==> src/rtl/bus_arbiter_2to1_pkg.sv <==
// Shared definitions for the 2:1 round-robin bus arbiter: FSM state encodings and the
// default datapath width.
package bus_arbiter_2to1_pkg;

  localparam int unsigned DefWidth = 32;

  typedef enum logic [1:0] {
    StIdle   = 2'd0,
    StGrant0 = 2'd1,
    StGrant1 = 2'd2
  } arb_state_e;

endpackage

==> src/rtl/Multiplexer.sv <==
// Shared 2:1 word multiplexer of the datapath; choice = 0 selects option1, 1 selects option2.
module Multiplexer #(
  parameter int unsigned WIDTH = bus_arbiter_2to1_pkg::DefWidth
) (
  input  logic [WIDTH-1:0] option1,
  input  logic [WIDTH-1:0] option2,
  input  logic             choice,
  output logic [WIDTH-1:0] result
);

  assign result = choice ? option2 : option1;

endmodule

==> src/rtl/bus_arbiter_2to1.sv <==
// Round-robin burst arbiter in front of the shared 2:1 multiplexer; registers the selected
// word and hands it to a single consumer over a valid/ready handshake.
module bus_arbiter_2to1
  import bus_arbiter_2to1_pkg::*;
#(
  parameter int unsigned WIDTH     = DefWidth,
  parameter int unsigned MAX_BURST = 16,
  parameter int unsigned CNT_W     = 5
) (
  input  logic             clock,
  input  logic             reset,
  input  logic [1:0]       req_valid,
  input  logic [1:0]       req_last,
  input  logic [WIDTH-1:0] req_data0,
  input  logic [WIDTH-1:0] req_data1,
  output logic [1:0]       req_ready,
  output logic             out_valid,
  output logic [WIDTH-1:0] out_data,
  output logic             out_source,
  output logic             out_last,
  input  logic             out_ready,
  output logic             choice
);

  arb_state_e       r_state;
  logic [CNT_W-1:0] r_beat_cnt;
  logic             r_rr_ptr;
  logic             r_out_valid;
  logic [WIDTH-1:0] r_out_data;
  logic             r_out_source;
  logic             r_out_last;

  logic [WIDTH-1:0] w_mux_result;
  logic             w_slot_free;
  logic             w_idx;
  logic             w_accept;
  logic             w_forced;
  logic             w_release;

  Multiplexer #(
    .WIDTH(WIDTH)
  ) u_mux (
    .option1(req_data0),
    .option2(req_data1),
    .choice (choice),
    .result (w_mux_result)
  );

  assign choice      = (r_state == StGrant1);
  assign w_idx       = choice;
  assign w_slot_free = !r_out_valid || out_ready;

  always_comb begin
    req_ready    = 2'b00;
    req_ready[0] = (r_state == StGrant0) && req_valid[0] && w_slot_free;
    req_ready[1] = (r_state == StGrant1) && req_valid[1] && w_slot_free;
  end

  assign w_accept  = |req_ready;
  assign w_forced  = (r_beat_cnt == CNT_W'(MAX_BURST - 1));
  assign w_release = req_last[w_idx] || w_forced;

  always_ff @(posedge clock) begin
    if (reset) begin
      r_state      <= StIdle;
      r_beat_cnt   <= '0;
      r_rr_ptr     <= 1'b0;
      r_out_valid  <= 1'b0;
      r_out_data   <= '0;
      r_out_source <= 1'b0;
      r_out_last   <= 1'b0;
    end else begin
      if (w_accept) begin
        r_out_valid  <= 1'b1;
        r_out_data   <= w_mux_result;
        r_out_source <= w_idx;
        r_out_last   <= w_release;
      end else if (r_out_valid && out_ready) begin
        r_out_valid <= 1'b0;
      end

      unique case (r_state)
        StIdle: begin
          unique case (req_valid)
            2'b01:   r_state <= StGrant0;
            2'b10:   r_state <= StGrant1;
            2'b11:   r_state <= r_rr_ptr ? StGrant1 : StGrant0;
            default: r_state <= StIdle;
          endcase
        end
        StGrant0, StGrant1: begin
          if (w_accept) begin
            if (w_release) begin
              r_beat_cnt <= '0;
              r_rr_ptr   <= ~w_idx;
              // Hand off to the other requester first; fall back to the same one, else idle.
              if (req_valid[~w_idx]) begin
                r_state <= w_idx ? StGrant0 : StGrant1;
              end else if (req_valid[w_idx]) begin
                r_state <= w_idx ? StGrant1 : StGrant0;
              end else begin
                r_state <= StIdle;
              end
            end else begin
              r_beat_cnt <= r_beat_cnt + CNT_W'(1);
            end
          end
        end
        default: r_state <= StIdle;
      endcase
    end
  end

  assign out_valid  = r_out_valid;
  assign out_data   = r_out_data;
  assign out_source = r_out_source;
  assign out_last   = r_out_last;

endmodule
==> config.mk <==
export PLATFORM = sky130hd
export DESIGN_NAME = bus_arbiter_2to1
export DESIGN_NICKNAME = d
export VERILOG_FILES = /design/src/rtl/bus_arbiter_2to1_pkg.sv /design/src/rtl/Multiplexer.sv /design/src/rtl/bus_arbiter_2to1.sv
export SDC_FILE = /design/constraint.sdc
export NUM_CORES = 1
export LEC_CHECK = 0
export ABC_AREA = 1
export CAP_MARGIN = 20
export CORE_MARGIN = 1
export CORE_UTILIZATION = 35
export DETAILED_ROUTE_END_ITERATION = 10
export GPL_TIMING_DRIVEN = 1
export HOLD_SLACK_MARGIN = 0.06
export PLACE_DENSITY = 0.74
export SYNTH_ARGS = -nofsm -noshare
export SYNTH_HDL_FRONTEND = slang
export SYNTH_SLANG_ARGS = --single-unit
==> constraint.sdc <==
create_clock -name clock -period 1.6 [get_ports clock]
set_clock_uncertainty 0.2 [all_clocks]
set_input_delay 0.16 -clock clock [delete_from_list [all_inputs] [get_ports clock]]
set_output_delay 0.16 -clock clock [all_outputs]
set_load 0.02 [all_outputs]
# Word level (Yosys, flattened, before mapping)
# Cells that the tools add are included.
# word_totals
register_bits	43
latch_bits	0
mem_bits_rw	0
rom_bits	0
in_bits	71
out_inout_bits	38
word_cells	53
memories	0
# classes
n_addsub	1
n_mul	0
div	0
order_cmp	2
eq_ne	8
n_shift	0
n_mux	19
bitwise	1
reduce_logical	15
# ops
cell	n
$mux W32	1
$mux W2	7
$mux W1	8
$eq A2 B2 Y1 const B	3
$pmux W2 S3	1
$add A5 B1 Y5 const B	1
$eq A5 B4 Y1 const B	1
$logic_and A1 B1 Y1	5
$mux W5	1
$eq A2 B1 Y1 const B	2
$lt A1 B2 Y1 const B	2
$ne A2 B2 Y1 const B	2
$pmux W2 S2	1
$reduce_and A2 Y1	2
$reduce_or A2 Y1	2
$reduce_and A3 Y1	1
$logic_not A2 Y1	1
$logic_or A1 B1 Y1	2
$reduce_bool A2 Y1	1
$logic_not A1 Y1	1
$not A1 Y1	1

# Longest topological paths before layout
# Gate-level depths: netlist (run 1).
# logic_depth
word_depth	8
ltp_mapped	11
mapped_depth_nobuf	11

# Modules after synthesis
# A second synthesis (run 1) with hierarchy kept.
# hier_totals
cells_unflattened	348
hier_area_um2	2275.9
# modules_own_cells
module	instances	cells_per_inst	area_each_um2	seq_area_each_um2
bus_arbiter_2to1	1	244	1784.2	860.8
Multiplexer	1	104	491.7	0.0

# Worst setup path before layout (run 1)
# No wires, ideal clock.
# synth_timing
path_kind	register to register
startpoint	register r_state[0]
endpoint	register r_rr_ptr
setup_ns	0.119
arrival_ns	1.417
required_ns	1.281
setup_slack_ns	-0.136
stages_incl_launch_ff	10
synth_period_minus_slack_ns	1.736
path_cell_list	dfxtp_1 -> inv_1 -> ha_1 -> buf_4 -> inv_2 -> nand2_1 -> nand3_2 -> nand3_1 -> o21ai_0 -> a21oi_1
# synth_between
elab_chain_cells	5
# synth_rtl
element	line	rtl
start, declared	bus_arbiter_2to1.sv:25	arb_state_e r_state;
start signal, assigned	bus_arbiter_2to1.sv:65	r_state <= StIdle;
start signal, assigned	bus_arbiter_2to1.sv:85	2'b01: r_state <= StGrant0;
start signal, assigned	bus_arbiter_2to1.sv:86	2'b10: r_state <= StGrant1;
$eq A2 B2 Y1 *	bus_arbiter_2to1.sv:49	assign choice = (r_state == StGrant1);
net choice	bus_arbiter_2to1.sv:22	output logic choice
$mux W1 (not written as such) or $logic_and A1 B1 Y1 (tied branches) (2 in series)	bus_arbiter_2to1.sv:61, bus_arbiter_2to1.sv:56	
$logic_or A1 B1 Y1 or $reduce_or A2 Y1 (tied branches)	bus_arbiter_2to1.sv:61, bus_arbiter_2to1.sv:59	
$reduce_and A3 Y1 (no line)	--	
end signal, assigned	bus_arbiter_2to1.sv:95	r_rr_ptr <= ~w_idx;
end, declared	bus_arbiter_2to1.sv:27	logic r_rr_ptr;
# The timed path passes the listed nets; every way through them passes the cells marked *. The select of a mux whose other input is x is not followed.
# A chain may end at the register's enable or synchronous reset.

# Worst setup path after layout (run 1)
# layout_timing
startpoint	register r_state[1]
endpoint	register r_beat_cnt[0]
# layout_between
elab_chain_cells	5
# layout_rtl
element	line	rtl
$eq A2 B2 Y1 or $eq A2 B1 Y1 (tied branches)	--	
$mux W1 (not written as such), or another cell as far along (2 in series)	bus_arbiter_2to1.sv:61	assign w_release = req_last[w_idx] || w_forced;
$logic_or A1 B1 Y1 or $reduce_or A2 Y1 (tied branches)	bus_arbiter_2to1.sv:61, bus_arbiter_2to1.sv:59	
$mux W5 or $reduce_and A2 Y1 (tied branches)	--	
end signal, assigned	bus_arbiter_2to1.sv:105	r_beat_cnt <= r_beat_cnt + CNT_W'(1);
end, declared	bus_arbiter_2to1.sv:26	logic [CNT_W-1:0] r_beat_cnt;
# Several ways; a longest one is shown, not always the timed one. The select of a mux whose other input is x is not followed.

==> metrics.log, run 1 <==
INFO  metric tritoncts = done
INFO  metric ioPinCount = 109
INFO  metric postRouteWirelength = around 7.5 mm
INFO  metric num_rows = 27
INFO  metric total_area_of_multi_input_combinational_cells = ~1300 um2
INFO  metric post_synth_num_cell_types = 24
INFO  metric core_area = 5574 um2
INFO  metric timing.critical_path.arrival = 1.73 ns
INFO  metric worst-path-max-fanout = 8
INFO  metric worstSkewPairLatency = approximately 0.30 ns
INFO  metric routabilityCongestion = between 0.8 and 0.9
INFO  metric fin_cells = 496
INFO  metric rrSetupSlack = -0.09 ns
INFO  metric yosys_register_bits = between 40 and 50
INFO  metric hold_path.startpoint = req_data0[7]
INFO  metric nFillCells = between 400 and 500
INFO  metric final-hold-violation-count = 0
INFO  metric critical-path-top-cell-by-count = sky130_fd_sc_hd__nand2_8
INFO  metric maxCapViolations = 0
INFO  metric start_kind = flip-flop
INFO  metric worstRegToRegCells = 10
INFO  metric synth-compound-area-share = about a fifth
INFO  metric mostFrequentLayoutCells = sky130_fd_sc_hd__nand2_1, sky130_fd_sc_hd__clkdlybuf4s50_1, sky130_fd_sc_hd__dfxtp_1, sky130_fd_sc_hd__dlygate4sd2_1, sky130_fd_sc_hd__a31oi_1
INFO  metric globalRouteOverflowTotal = 0
INFO  metric global_route_wire_length_before_repair = between 10 and 15 mm
INFO  metric die_x = approximately 80 um
INFO  metric grt_pass1_vias = between 2000 and 2500
INFO  metric cts-htree-levels = 2
INFO  metric worst-setup-path-type = flip-flop to flip-flop
INFO  metric die_height = between 70 and 80 um
INFO  metric violated_checks = negative setup slack
INFO  metric maximum_vdd_drop = between 800 and 900 uV
INFO  metric synth_area_per_cell = between 7 and 8 um2
INFO  metric syn_inst = approximately 280
INFO  metric worst_slack = -0.08855 ns
INFO  metric grt_setup_unrepaired = yes
INFO  metric yosys.area_share.xor_xnor = 0%
INFO  metric grt_antenna_before_repair = 0
INFO  metric route.detailed.wl_per_inst = about 15 um
INFO  metric clock_pin_slew_on_the_worst_setup_and_hold_paths = 0.08 ns
INFO  metric drt_iter0_drc = between 80 and 90
INFO  metric drt-pass1-iter-count = 4
INFO  metric largest_family_of_logic_cells_by_synthesized_area = simple AND/OR/NAND/NOR gates
INFO  metric synth_nets = 359
INFO  metric post_synth_fa_ha_maj_area_fraction = about 4.3%
INFO  metric worstSetupPathDepth = 10
INFO  metric drt-vias-per-instance = between 4 and 5
INFO  metric yosys-mux-area-fraction = 0%
INFO  metric cts_root_buf = sky130_fd_sc_hd__clkbuf_8
INFO  metric synthesis.yosys.warnings = 0
INFO  metric cellPowerDensity = between 1500 and 2000 nW/um2
INFO  metric worst_ep_required_time = 1.64 ns
INFO  metric final_common_cell = sky130_fd_sc_hd__nand2_1
INFO  metric final_nets = around 500
INFO  metric endpoint = r_beat_cnt[0]$_SDFFE_PP0P_
INFO  metric crit_chain = inv_4, ha_4, nand2_2, inv_2, nand2_4, buf_8, nand2_8, nand2_8, or2_1, a21oi_2
INFO  metric critical_path.top_delay_family = simple AND/OR/NAND/NOR gates
INFO  metric portBuffers = 108
INFO  metric vias = 2476
INFO  metric post_route_cells_drive_above_1_share = approximately 29%
INFO  metric grtUsageTotal = a little over a fifth
INFO  metric slew_violations = 0
INFO  metric crit_buf_inv = 3
INFO  metric die_area = slightly above 6000 um2
INFO  metric setup_viol = 43
INFO  metric reg2reg_from = r_state[1]$_SDFFE_PP0P_
INFO  metric finalCritPeriodShare = 105.5%
INFO  metric timing.final.crit_period = 1.689 ns
INFO  metric cts-buffers-inserted = 5
INFO  metric dp.final_hpwl = approximately 4.3 mm
INFO  metric tightestPinTransition = 0.2386 ns
INFO  metric max_incr_delay_on_cp = ~0.37 ns
INFO  metric power_leakage = about 1.8 nW
INFO  metric drcViolationCount = 0
INFO  metric cts-root-to-sink-buffers = 2
INFO  metric placedCellCount = approximately 470
INFO  metric antenna-diode-count = 0
INFO  metric worst_setup_path_end_kind = flip-flop
INFO  metric regArea = a little under 900 um2
INFO  metric post-layout-total-power = approximately 6.7 mW
INFO  metric hold_buf_cts = 0
INFO  metric setup-tns-final = -1.733 ns
INFO  metric maxSlewHeadroom = around 84%
INFO  metric critical_path.reg2reg.endpoint = r_beat_cnt[0]$_SDFFE_PP0P_
INFO  metric syn_area = roughly 2000 um2
INFO  metric initial_utilization = a little under two fifths
INFO  metric run_status = finished, violations left
INFO  metric clkSinkCount = 43
INFO  metric areaGrowthSynthToFinish = 98.29%
INFO  metric placement_stage_worst_setup_slack = -0.2867 ns
INFO  metric synth_simple_gate_area_share = between 20% and 30%
INFO  metric finalHoldWorstSlack = 0.2227 ns
INFO  metric postRouteAntennaNets = 0
INFO  metric setup.worst_path.start = r_state[1]$_SDFFE_PP0P_
INFO  metric cp_slowest_cell = sky130_fd_sc_hd__dfxtp_4
INFO  metric worstHoldPathType = input pin to flip-flop
INFO  metric synth.yosys.seq_area_share = between 40% and 50%
INFO  metric max_clock_freq = a little under 0.6 GHz
INFO  metric pin_count_of_the_biggest_net_entering_global_routing = 24
==> repair_timing <==
item	4_1_cts	5_1_grt
resized for setup	115	72
pin swaps	11	19
buffers inserted	8	4
endpoints found under the setup margin	75	48
cloned	3	6
==> flip-flops by register name (all words and copies together) (netlist names) <==
| name | flops |
|---|---|
| out_data | 32 |
| r_rr_ptr | 1 |
| out_source | 1 |
| r_state | 2 |
| out_last | 1 |
| out_valid | 1 |
| r_beat_cnt | 5 |
==> final cells by class <==
class,instances,share of cell area (%)
inverters,20,2.218
repair buffers,150,38.94
well taps,72,2.218
flip-flops and latches,43,21.44
clock buffers,8,2.465
multi-input cells,203,32.72
==> per-layer routing <==
metal	vias to the layer above	part of all wire [%]	track usage [%]
li1	1222	-	-
met1	1147	40	23.85
met2	98	52	38.35
met3	9	5.9	5.814
met4	0	1.5	6.667
met5	-	0	0
==> Yosys cell counts <==
| cell | number | area share (%) |
|---|---|---|
| sky130_fd_sc_hd__nand2_1 | 91 | 17 |
| sky130_fd_sc_hd__dfxtp_1 | 43 | 42 |
| sky130_fd_sc_hd__o21ai_0 | 38 | 9.3 |
| sky130_fd_sc_hd__a31oi_1 | 32 | 9.8 |
| sky130_fd_sc_hd__inv_1 | 18 | 3.3 |
| sky130_fd_sc_hd__nor2_1 | 12 | 2.2 |
| sky130_fd_sc_hd__ha_1 | 7 | 4.3 |
| sky130_fd_sc_hd__a21oi_1 | 5 | 1.2 |
| sky130_fd_sc_hd__clkbuf_1 | 5 | 0.92 |
| sky130_fd_sc_hd__nand3_1 | 5 | 1.2 |
| sky130_fd_sc_hd__buf_4 | 4 | 1.5 |
| sky130_fd_sc_hd__buf_6 | 4 | 2.2 |
| sky130_fd_sc_hd__buf_2 | 3 | 0.73 |
| sky130_fd_sc_hd__nand2_2 | 3 | 0.92 |
| sky130_fd_sc_hd__nand2_4 | 2 | 1.1 |
| sky130_fd_sc_hd__a21oi_2 | 1 | 0.43 |
| sky130_fd_sc_hd__buf_1 | 1 | 0.18 |
| sky130_fd_sc_hd__clkinv_1 | 1 | 0.18 |
| sky130_fd_sc_hd__inv_2 | 1 | 0.18 |
| sky130_fd_sc_hd__nand3_2 | 1 | 0.49 |
| sky130_fd_sc_hd__nand3b_1 | 1 | 0.37 |
| sky130_fd_sc_hd__nand4_1 | 1 | 0.31 |
| sky130_fd_sc_hd__nor3_1 | 1 | 0.24 |
| sky130_fd_sc_hd__or2_0 | 1 | 0.31 |
==> kinds of logic (layout without fill, tap and decap cells) <==
family,count (synthesis),count (layout)
buffers and inverters,37,178
and+or+nand+nor,118,120
adders and majority gates,7,7
AOI/OAI and AO/OA,76,76
DFF,43,43
==> worst min path at each step <==
stage,endpoint,slack (ns),depth (start not counted)
6_report,out_data[7]$_SDFFE_PP0P_,0.22,3
4_1_cts,out_data[16]$_SDFFE_PP0P_,0.22,3
5_1_grt,out_data[7]$_SDFFE_PP0P_,0.23,3
3_3_place_gp,r_beat_cnt[4]$_SDFFE_PP0P_,0.25,2
2_1_floorplan,out_last$_SDFFE_PP0P_,0.03,1
3_5_place_dp,r_beat_cnt[4]$_SDFFE_PP0P_,0.25,2
==> worst reg2reg max path, stage by stage, from the launching register on <==
cell and delay [ns]:
sky130_fd_sc_hd__dfxtp_4 0.37, sky130_fd_sc_hd__inv_4 0.07, sky130_fd_sc_hd__ha_4 0.13, sky130_fd_sc_hd__nand2_2 0.05
sky130_fd_sc_hd__inv_2 0.06, sky130_fd_sc_hd__nand2_4 0.05, sky130_fd_sc_hd__buf_8 0.15, sky130_fd_sc_hd__nand2_8 0.11
sky130_fd_sc_hd__nand2_8 0.08, sky130_fd_sc_hd__or2_1 0.23, sky130_fd_sc_hd__a21oi_2 0.13
==> power breakdown <==
group	switching, mW	total (mW)	internal, mW
Clock	0.375	0.769	0.394
Sequential	0.272	1.72	1.45
Combinational	2.18	4.17	1.99
Total	2.83	6.66	3.84
==> metrics by stage <==
stage / instance area [um2] / utilization [%]
floorplan: 2061 / -
global placement: 3342 / 59.96
detailed placement: 3342 / 59.96
CTS: 3679 / 65.99
global route: 4061 / 72.86
finish: 4061 / 72.86
Power figures use the tool's default switching activity.
==> inputs of run 2 (changes only) <==
Settings changed: HOLD_SLACK_MARGIN 0.06 to default.
==> results of run 2 <==
The final DEF is identical to that of run 1; final timing and power are the same.
==> variant (settings of run 2) <==
Make the reset (`reset`) asynchronous in one clocked block.
--- a/src/rtl/bus_arbiter_2to1.sv
+++ b/src/rtl/bus_arbiter_2to1.sv
@@ -60,7 +60,7 @@
   assign w_forced  = (r_beat_cnt == CNT_W'(MAX_BURST - 1));
   assign w_release = req_last[w_idx] || w_forced;
 
-  always_ff @(posedge clock) begin
+  always_ff @(posedge clock or posedge reset) begin
     if (reset) begin
       r_state      <= StIdle;
       r_beat_cnt   <= '0;
Behaviour: differs if reset is asserted again (counterexample within 4 cycles, from zero or initial values and one cycle with reset high); with reset held inactive, the same outputs for 10 cycles.
==> variant against run 2 <==
  * Utilization down 1.7 points
  * Fmax down 7.1%
  * Total power up 13%
  * Highest routed layer unchanged
  * Clock power down 12%
  * Routed wire length up 0.51%
  * Largest power group unchanged
  * Setup slack worse by 0.13 ns
  * Sequential cell count unchanged
  * The flow still finishes with violations (setup timing)
  * Final area up 4.4%
  * Synthesized cell count down 3.9%
  * Area after synthesis up 6.4%
==> variant: results (changes against run 2) <==
{
  "vdd_ir_drop_max": {"value": 0.000933, "unit": "V", "change": "+3.6%"},
  "detailed_place.area": {"value": 0.00346, "unit": "mm²", "change": "+3.6%"},
  "avgRoutedWirePerCell": {"value": 15.5, "unit": "µm", "change": "+3.0%"},
  "timing.critical_path.slowest_stage_cell": {"value": "sky130_fd_sc_hd__dfrtp_1"},
  "placed_cells": {"value": 461, "change": "-1.3%"},
  "finalSetupViolations": {"value": 46, "change": "+7.0%"},
  "critical_path_arrival": {"value": 1.79, "unit": "ns", "change": "+0.06 ns"},
  "dr_wl_met2": {"value": 4.10, "unit": "mm", "change": "+5.4%"},
  "most_used_flip_flop_cell_after_synthesis": {"value": "sky130_fd_sc_hd__dfrtp_1"},
  "postLayoutSetupSlackWorst": {"value": -0.217, "unit": "ns", "change": "-0.128 ns"},
  "drt_first_iter_violations": {"value": 70, "change": "-14%"},
  "failed_checks": {"value": "setup timing"},
  "cts_setup_buffers": {"value": 6, "change": "-2"},
  "dominant_delay_contributor_by_cell_family_on_the_critical_path": {"value": "buffers and inverters"},
  "yosys.area_share.xor_xnor": {"value": 0.402, "unit": "%", "change": "+0.40 points"},
  "p_clk_share": {"value": 9.0, "unit": "%", "change": "-2.5 points"},
  "synth-seq-area-share": {"value": 49.4, "unit": "%", "change": "+7.4 points"},
  "fin_nets": {"value": 486, "change": "-3.0%"},
  "postSynthAreaPerCell": {"value": 8.07, "unit": "µm²", "change": "+11%"},
  "grt_util_all_layers": {"value": 23.2, "unit": "%", "change": "+2.0 points"},
  "synthTopCellsByArea": {"value": "sky130_fd_sc_hd__dfrtp_1, sky130_fd_sc_hd__nand2_1, sky130_fd_sc_hd__a31oi_1"},
  "synth_compound_area_share": {"value": 11.3, "unit": "%", "change": "-9.5 points"},
  "synth_async_sr_flop_share": {"value": 100, "unit": "%", "change": "+100 points"},
  "worst-path-max-fanout": {"value": 6, "change": "-2"},
  "p_leak": {"value": 0.00180, "unit": "µW", "change": "-1.5%"},
  "power_combinational": {"value": 4820, "unit": "µW", "change": "+16%"},
  "count_of_distinct_cell_types_in_the_synthesized_netlist": {"value": 23, "change": "-4.2%"},
  "cts_hold_buffers": {"value": 1, "change": "+1"},
  "synth_nets": {"value": 348, "change": "-3.1%"},
  "p_sw_share": {"value": 44.2, "unit": "%", "change": "+1.8 points"},
  "met3_wirelength": {"value": 369, "unit": "µm", "change": "-17%"},
  "place_congestion": {"value": 0.849, "change": "+4.0%"},
  "wirelength": {"value": 7.50, "unit": "mm", "change": "+0.51%"},
  "drtPass1Iterations": {"value": 6, "change": "+2"},
  "run_status": {"value": "complete, but fails checks"},
  "slew_headroom": {"value": 75.0, "unit": "%", "change": "-9.2 points"},
  "power.density": {"value": 1770, "unit": "mW/mm²", "change": "+7.8%"}
}
-- variant: changes by cell type in the layout (fill, tap and decap cells not counted), moves of 5 or more --
cell and change:
sky130_fd_sc_hd__dfrtp_1 +42, sky130_fd_sc_hd__o21ai_1 -6, sky130_fd_sc_hd__o21ai_2 -22, sky130_fd_sc_hd__a31oi_4 +11, sky130_fd_sc_hd__a31oi_1 -11, sky130_fd_sc_hd__nor2_4 +15
sky130_fd_sc_hd__dfxtp_1 -39, sky130_fd_sc_hd__nand2_1 +5, sky130_fd_sc_hd__nor2_2 +14
-- variant: final cells by class --
cell class | count | area, µm²
timing repair buffer | 145 | 1540
tap | 75 | 93.8
clock inverter | 2 | 12.5
sequential | 43 | 1080
inverter | 17 | 77.6
fill | 466 | 1720
multi-input combinational | 196 | 1370
clock buffer | 6 | 72.6
-- variant: worst paths after layout --
path / startpoint / endpoint / slack [ns] / depth (start not counted)
min: req_data0[14] / out_data[14] / 0.22 / 3
max reg2reg: r_state[0] / out_data[8] / -0.22 / 11
max in group asynchronous: reset / out_data[9] / 0.29 / 4
min reg2reg: out_source / out_source / 0.30 / 2
min in group asynchronous: reset / r_beat_cnt[4] / 0.55 / 4
max: r_state[0] / out_data[8] / -0.22 / 11
-- variant: worst min-delay path: cells and delay by family --
| family | cells | cell delay [ns] |
|---|---|---|
| AO/OA/AOI/OAI | 1 | 0.07 |
| buffers and inverters | 1 | 0.39 |
| AND/OR/NAND/NOR | 1 | 0.06 |
-- variant: metal layers --
layer / vias up / track usage, %
li1: 1155 / -
met1: 1162 / 25.7
met5: - / 0
met2: 74 / 44.1
met4: 0 / 5.54
met3: 4 / 5.51
